File: config.mk
export PLATFORM = sky130hd
export DESIGN_NAME = fp_round_pack
export DESIGN_NICKNAME = d
export VERILOG_FILES = /design/src/rtl/fp_pkg.sv /design/src/rtl/fp_round_decide.sv /design/src/rtl/fp_round_pack.sv
export SDC_FILE = /design/constraint.sdc
export NUM_CORES = 1
export LEC_CHECK = 0
export ABC_CLOCK_PERIOD_IN_PS = 3000
export BUFFER_PORTS_ARGS = -buffer_cell sky130_fd_sc_hd__buf_2
export CAP_MARGIN = 20
export CORE_ASPECT_RATIO = 1.1
export CORE_MARGIN = 2
export CORE_UTILIZATION = 40
export CTS_CLUSTER_DIAMETER = 200
export DETAILED_ROUTE_END_ITERATION = 8
export GPL_TIMING_DRIVEN = 0
export PLACE_DENSITY = 0.67
export SETUP_SLACK_MARGIN = 0.1
export SYNTH_ARGS = -nofsm -noshare
export SYNTH_HDL_FRONTEND = slang
export SYNTH_SLANG_ARGS = --single-unit
File: constraint.sdc
create_clock -name clk -period 3 [get_ports clk]
set_clock_uncertainty 0.15 [all_clocks]
set_input_delay 0.15 -clock clk [delete_from_list [all_inputs] [get_ports clk]]
set_output_delay 0.15 -clock clk [all_outputs]
set_load 0.005 [all_outputs]
File: src/rtl/fp_pkg.sv
// Shared types and constants for the single-precision FP adder datapath.
package fp_pkg;

  localparam int EXP_W  = 8;
  localparam int FRAC_W = 23;
  localparam int BIAS   = 127;

  // Biased exponent value reserved for Inf/NaN.
  localparam logic [EXP_W-1:0] EXP_MAX = {EXP_W{1'b1}};

  typedef enum logic [1:0] {
    RM_RNE = 2'd0,  // round to nearest, ties to even
    RM_RTZ = 2'd1,  // round toward zero
    RM_RUP = 2'd2,  // round toward +inf
    RM_RDN = 2'd3   // round toward -inf
  } rmode_t;

  typedef struct packed {
    logic              sign;
    logic [EXP_W-1:0]  exp;
    logic [FRAC_W-1:0] frac;
  } fp32_t;

  // True when the biased exponent encodes Inf or NaN.
  function automatic logic is_inf_nan(input logic [EXP_W-1:0] exp);
    return (exp == EXP_MAX);
  endfunction

endpackage

File: src/rtl/fp_round_decide.sv
// Combinational rounding decision: whether to add one ulp to the
// truncated fraction, given sign, LSB, guard/round/sticky and mode.
module fp_round_decide
  import fp_pkg::*;
(
  input  logic   sign,
  input  logic   lsb,
  input  logic   guard,
  input  logic   round_bit,
  input  logic   sticky,
  input  rmode_t rmode,
  output logic   inc
);

  logic any_s;

  assign any_s = guard | round_bit | sticky;

  // Select the increment rule for the requested rounding mode.
  always_comb begin
    inc = 1'b0;
    case (rmode)
      RM_RNE:  inc = guard & (lsb | round_bit | sticky);
      RM_RTZ:  inc = 1'b0;
      RM_RUP:  inc = ~sign & any_s;
      RM_RDN:  inc = sign & any_s;
      default: inc = 1'b0;
    endcase
  end

endmodule

File: src/rtl/fp_round_pack.sv
// Round-and-pack stage of the FP adder. Stage 1 captures the normalized
// operand and decides the rounding increment; stage 2 applies it, handles
// mantissa carry into the exponent and overflow, and drives the packed
// result. Both stages form a valid/ready pipeline with full backpressure.
module fp_round_pack #(
  parameter int EXP_W  = fp_pkg::EXP_W,
  parameter int FRAC_W = fp_pkg::FRAC_W
) (
  input  logic                    clk,
  input  logic                    rst_n,
  input  logic                    in_valid,
  output logic                    in_ready,
  input  logic                    in_sign,
  input  logic [EXP_W-1:0]        in_exp,
  input  logic [FRAC_W-1:0]       in_frac,
  input  logic [2:0]              in_grs,
  input  logic [1:0]              rmode,
  output logic                    out_valid,
  input  logic                    out_ready,
  output logic [EXP_W+FRAC_W:0]   out_result,
  output logic                    out_inexact,
  output logic                    out_overflow
);

  import fp_pkg::*;

  localparam int                 RES_W   = 1 + EXP_W + FRAC_W;
  localparam logic [EXP_W-1:0]   EXP_TOP = {EXP_W{1'b1}};
  localparam logic [EXP_W-1:0]   EXP_FIN = {{(EXP_W-1){1'b1}}, 1'b0};
  localparam logic [FRAC_W-1:0]  FRAC_0  = {FRAC_W{1'b0}};
  localparam logic [FRAC_W-1:0]  FRAC_1S = {FRAC_W{1'b1}};

  // Handshake
  logic adv1_s;
  logic adv2_s;

  // Stage 1 registers
  logic               s1_valid_q,   s1_valid_d;
  logic               s1_sign_q,    s1_sign_d;
  logic [EXP_W-1:0]   s1_exp_q,     s1_exp_d;
  logic [FRAC_W-1:0]  s1_frac_q,    s1_frac_d;
  rmode_t             s1_rmode_q,   s1_rmode_d;
  logic               s1_inc_q,     s1_inc_d;
  logic               s1_inexact_q, s1_inexact_d;

  // Stage 2 registers (drive the outputs directly)
  logic               s2_valid_q,    s2_valid_d;
  logic [RES_W-1:0]   s2_result_q,   s2_result_d;
  logic               s2_inexact_q,  s2_inexact_d;
  logic               s2_overflow_q, s2_overflow_d;

  // Stage 1 combinational
  rmode_t             in_rmode_s;
  logic               in_special_s;
  logic               round_inc_s;

  // Stage 2 combinational
  logic [FRAC_W:0]    sum_s;
  logic [EXP_W-1:0]   exp_rnd_s;
  logic               s1_special_s;
  logic               at_max_s;
  logic               ovf_s;
  logic               to_inf_s;
  logic [RES_W-1:0]   result_s;

  // A stage may advance when it is empty or its consumer is advancing;
  // in_ready is a pure combinational function of out_ready and the flags.
  assign adv2_s   = ~s2_valid_q | out_ready;
  assign adv1_s   = ~s1_valid_q | adv2_s;
  assign in_ready = adv1_s;

  assign in_rmode_s   = rmode_t'(rmode);
  assign in_special_s = is_inf_nan(in_exp);

  fp_round_decide u_round_decide (
    .sign      (in_sign),
    .lsb       (in_frac[0]),
    .guard     (in_grs[2]),
    .round_bit (in_grs[1]),
    .sticky    (in_grs[0]),
    .rmode     (in_rmode_s),
    .inc       (round_inc_s)
  );

  // Stage 1 next state: capture the beat and its rounding decision.
  always_comb begin
    s1_valid_d   = s1_valid_q;
    s1_sign_d    = s1_sign_q;
    s1_exp_d     = s1_exp_q;
    s1_frac_d    = s1_frac_q;
    s1_rmode_d   = s1_rmode_q;
    s1_inc_d     = s1_inc_q;
    s1_inexact_d = s1_inexact_q;
    if (adv1_s) begin
      s1_valid_d = in_valid;
      if (in_valid) begin
        s1_sign_d    = in_sign;
        s1_exp_d     = in_exp;
        s1_frac_d    = in_frac;
        s1_rmode_d   = in_rmode_s;
        // Inf/NaN pass through untouched and are never inexact.
        s1_inc_d     = in_special_s ? 1'b0 : round_inc_s;
        s1_inexact_d = in_special_s ? 1'b0 : (|in_grs);
      end else begin
        s1_sign_d = s1_sign_q;
      end
    end else begin
      s1_valid_d = s1_valid_q;
    end
  end

  // Stage 1 state register.
  always_ff @(posedge clk or negedge rst_n) begin
    if (!rst_n) begin
      s1_valid_q   <= 1'b0;
      s1_sign_q    <= 1'b0;
      s1_exp_q     <= {EXP_W{1'b0}};
      s1_frac_q    <= {FRAC_W{1'b0}};
      s1_rmode_q   <= RM_RNE;
      s1_inc_q     <= 1'b0;
      s1_inexact_q <= 1'b0;
    end else begin
      s1_valid_q   <= s1_valid_d;
      s1_sign_q    <= s1_sign_d;
      s1_exp_q     <= s1_exp_d;
      s1_frac_q    <= s1_frac_d;
      s1_rmode_q   <= s1_rmode_d;
      s1_inc_q     <= s1_inc_d;
      s1_inexact_q <= s1_inexact_d;
    end
  end

  // Apply the increment; a carry out of the fraction leaves it zero and
  // bumps the exponent (this also turns a denormal into exponent 1).
  assign sum_s     = {1'b0, s1_frac_q} + {{FRAC_W{1'b0}}, s1_inc_q};
  assign exp_rnd_s = s1_exp_q + {{(EXP_W-1){1'b0}}, sum_s[FRAC_W]};

  // Overflow: operand is the largest finite magnitude and the exact value
  // lies above it. For RNE that is exactly when rounding carries into the
  // all-ones exponent; for the directed modes any discarded bits count,
  // and the mode then decides between infinity and saturation.
  assign s1_special_s = is_inf_nan(s1_exp_q);
  assign at_max_s     = (s1_exp_q == EXP_FIN) && (s1_frac_q == FRAC_1S);
  assign ovf_s        = ~s1_special_s & at_max_s &
                        ((s1_rmode_q == RM_RNE) ? s1_inc_q : s1_inexact_q);

  // Decide whether an overflowing result rounds to infinity.
  always_comb begin
    to_inf_s = 1'b0;
    case (s1_rmode_q)
      RM_RNE:  to_inf_s = 1'b1;
      RM_RTZ:  to_inf_s = 1'b0;
      RM_RUP:  to_inf_s = ~s1_sign_q;
      RM_RDN:  to_inf_s = s1_sign_q;
      default: to_inf_s = 1'b0;
    endcase
  end

  // Assemble the packed result.
  always_comb begin
    result_s = {s1_sign_q, exp_rnd_s, sum_s[FRAC_W-1:0]};
    if (ovf_s) begin
      if (to_inf_s) begin
        result_s = {s1_sign_q, EXP_TOP, FRAC_0};
      end else begin
        result_s = {s1_sign_q, EXP_FIN, FRAC_1S};
      end
    end else begin
      result_s = {s1_sign_q, exp_rnd_s, sum_s[FRAC_W-1:0]};
    end
  end

  // Stage 2 next state: take stage 1's beat when the output may advance.
  always_comb begin
    s2_valid_d    = s2_valid_q;
    s2_result_d   = s2_result_q;
    s2_inexact_d  = s2_inexact_q;
    s2_overflow_d = s2_overflow_q;
    if (adv2_s) begin
      s2_valid_d = s1_valid_q;
      if (s1_valid_q) begin
        s2_result_d   = result_s;
        s2_inexact_d  = s1_inexact_q;
        s2_overflow_d = ovf_s;
      end else begin
        s2_result_d = s2_result_q;
      end
    end else begin
      s2_valid_d = s2_valid_q;
    end
  end

  // Stage 2 state register.
  always_ff @(posedge clk or negedge rst_n) begin
    if (!rst_n) begin
      s2_valid_q    <= 1'b0;
      s2_result_q   <= {RES_W{1'b0}};
      s2_inexact_q  <= 1'b0;
      s2_overflow_q <= 1'b0;
    end else begin
      s2_valid_q    <= s2_valid_d;
      s2_result_q   <= s2_result_d;
      s2_inexact_q  <= s2_inexact_d;
      s2_overflow_q <= s2_overflow_d;
    end
  end

  assign out_valid    = s2_valid_q;
  assign out_result   = s2_result_q;
  assign out_inexact  = s2_inexact_q;
  assign out_overflow = s2_overflow_q;

endmodule

==> impl_metrics.py <==
metrics = {
    "worst_setup_path": {
        "rr_worst_depth": 7,
        "crit_start": "s1_frac_q[10]",
        "cp.required_ns": 3.09,
        "start_kind": "flip-flop",
        "cp_max_fo": 10,
        "crit_end": "out_result[5]",
        "timing.rr.end": "out_result[5]",
        "r2r_slack_ns": 0.34,
        "crit_type": "reg2reg",
        "crit_path_end_kind": "flip-flop",
        "arrival_ns": 2.75,
        "r2r_start": "s1_frac_q[10]",
    },
    "pwr": {
        "powerDensity_nw_per_um2": 624.6,
        "finalPower_mw": 2.969,
        "ir_drop_uv": 304.0,
        "leakagePower_nw": 2.083,
    },
    "clock_tree": {
        "clockBufferDepth": 2,
        "cts_tree": "built",
        "root_buffer": "clkbuf_8",
        "clock_latency_ns": 0.35,
        "numClockSinks": 72,
        "htreeDepth": 3,
        "numCtsBuffers": 9,
        "clkTransAtPathRegs_ns": 0.08,
    },
    "sta": {
        "fin_tns_setup_ns": 0,
        "finalHoldViolCount": 0,
        "timing.final.crit_share_pct": 88.67,
        "fin_hold_ws_ns": 0.1275,
        "slew_headroom_pct": 41.75,
        "setup_slack_ns": 0.3398,
        "min_period_ns": 2.660,
        "setup_viol": 0,
        "report.final.slew_viol_count": 0,
        "fmax_mhz": 375.9,
        "tightest_slew_ns": 0.8738,
        "rsz0062_at_grt": "no",
    },
    "drt": {
        "postRouteAntennaNets": 0,
        "via_per_inst": 5.139,
        "vias": 2919,
        "routedWlPerCell_um": 14.68,
        "drc": 0,
        "drt_iter0_markers": 159,
        "drtPass1Iterations": 5,
        "routed_wl_mm": 8.337,
    },
    "place": {
        "place_area_um2": 4079,
        "numPortBuffers": 76,
        "hpwl_mm": 5.968,
        "pre_cts_ws_ns": 0.2508,
        "gp_congestion": 0.8444,
    },
    "logic_synthesis": {
        "synth_top_cell_by_area": "dfrtp_1",
        "syn_inst": 324,
        "async_flop_share_pct": 100.0,
        "avgSynthCellArea_um2": 10.97,
        "ys_top_cells_by_area": "dfrtp_1 (51%), mux2_2 (11%), nand2_1 (4.5%)",
        "synth-seq-cells": 72,
        "syn_area_um2": 3553,
        "ys_seq_area_share_pct": 50.70,
        "yosys.area.top_type_share_pct": 50.70,
        "synth-warning-count": 0,
        "synth_edf_count": 0,
        "ys.flop_type": "dfrtp_1",
        "synth_nets": 369,
        "yosysUniqueCellTypes": 41,
    },
    "floorplanning": {
        "die_h_um": 102.9,
        "initial_core_util_pct": 40.66,
        "row_count": 36,
        "num_io_pins": 77,
        "coreArea_um2": 8738,
        "dieArea_um2": 9654,
        "die_w_um": 93.87,
    },
    "global_route": {
        "grt_pass1_vias": 2846,
        "grt_max_degree": 73,
        "grt_use_total_pct": 18.35,
        "grt-ovfl-total": 0,
        "grt_pass1_wl_mm": 13.56,
        "antenna_found_initial": 0,
    },
    "final_layout": {
        "fillers": 774,
        "ff_latch_area_um2": 1802,
        "final_nets": 494,
        "area_growth_pct": 33.77,
        "multi_input_area_um2": 1673,
        "drive_gt1_share_pct": 31.94,
        "diodes": 0,
        "fin_area_um2": 4753,
    },
    "run": {
        "max_cap_viol_count": 0,
    },
    "status": {
        "status": "completed",
    },
    "min_path": {
        "hold_class": "in2reg",
    },
}
==> cell families (layout without fill, tap and decap cells) <==
group | count (synthesis) | after routing | share of synthesized area (%)
AND/OR/NAND/NOR | 119 | 119 | 17.43
flip-flops | 72 | 72 | 50.70
AO/OA/AOI/OAI | 50 | 50 | 10.70
multiplexers | 35 | 35 | 11.06
XOR/XNOR | 25 | 25 | 6.162
buffers and inverters | 19 | 149 | 2.535
adder cells (fa/ha/maj) | 4 | 4 | 1.409
==> placed cells by master, fill, tap and decap left out, drive strengths merged, types with 2 or more instances in the layout <==
master,n
nand2b,3
nand4,12
bufinv,5
a21oi,9
mux2,34
and4,5
or2,2
nor3,8
dlygate4sd3,38
a22o,15
buf,81
nand2,45
xnor2,17
nand3,9
nor4,10
a22oi,4
clkbuf,21
a31oi,7
inv,3
o21ai,10
ha,4
or3,2
dfrtp,72
and2,2
xor2,8
and3,2
nor2,15
or4,2
==> metrics by stage <==
stage | std cells | utilization [%]
after floorplan | 324 | -
after global placement | 514 | 46.65
after detailed placement | 514 | 46.68
after CTS | 568 | 54.27
after global routing | 568 | 54.40
final | 568 | 54.40
==> worst max-delay path, cell delays in order, from the launching register on <==
cell and delay (ns):
dfrtp_1 0.44, nand4_2 0.20, or4_1 0.53, buf_2 0.18, nor4_4 0.43, a21oi_2 0.20, buf_2 0.23, a22o_1 0.19
==> state kept, by name, indices dropped and copies added, names as in the netlist <==
signal	flops
out_valid	1
s1_rmode_q	2
out_overflow	1
s1_inexact_q	1
s1_inc_q	1
s1_exp_q	8
out_result	32
s1_valid_q	1
out_inexact	1
s1_sign_q	1
s1_frac_q	23
==> cells in the mapped netlist, types with 3 or more instances <==
master / n
nor4_1: 9
xor2_1: 8
nand2_1: 43
and4_1: 5
nand3_1: 9
dfrtp_1: 72
a22o_1: 15
nor3_1: 8
nor2_1: 15
xnor2_1: 17
o21ai_0: 9
nand4_1: 11
buf_2: 3
mux2_2: 34
inv_1: 3
clkbuf_1: 11
a31oi_2: 6
nand2b_1: 3
ha_1: 4
a22oi_1: 4
a21oi_1: 8
==> where the power goes <==
part / internal (mW) / switching (mW) / total [mW]
combinational: 0.319 / 0.276 / 0.595
sequential: 1.14 / 0.152 / 1.29
clock: 0.720 / 0.362 / 1.08
==> per-layer routing <==
layer | global-route usage, % | share of wire (%)
met5 | 0 | 0
met4 | 8.919 | 2.4
met3 | 3.801 | 4.4
met2 | 28.52 | 47
met1 | 24.66 | 46
==> worst min path at each step <==
stage,from,endpoint,slack [ns],depth (start not counted)
2_1_floorplan,rst_n,out_inexact,-0.30,0
3_3_place_gp,in_valid,s1_valid_q,0.22,2
3_5_place_dp,rst_n,s1_frac_q[10],0.18,1
4_1_cts,in_grs[2],s1_inc_q,0.10,4
5_1_grt,in_grs[1],s1_inc_q,0.17,4
6_report,in_grs[2],s1_inc_q,0.13,4
==> area by class of cell <==
class / count / share of cell area, %
buffer: 16 / 1.658
clock buffer: 10 / 2.685
clock inverter: 6 / 3.264
inverter: 3 / 0.2369
multi-input combinational: 233 / 35.19
sequential: 72 / 37.90
tap: 114 / 3.001
timing repair buffer: 114 / 16.06
==> repair_timing <==
| action | in CTS | in global routing |
|---|---|---|
| hold buffers | 38 | 0 |
| gates resized for setup | 0 | 2 |
| endpoints found under the setup margin | 0 | 2 |
| endpoints found under the hold margin | 108 | 0 |
| buffers inserted | 0 | 0 |
Note: power is estimated with default switching activity, not from simulation.
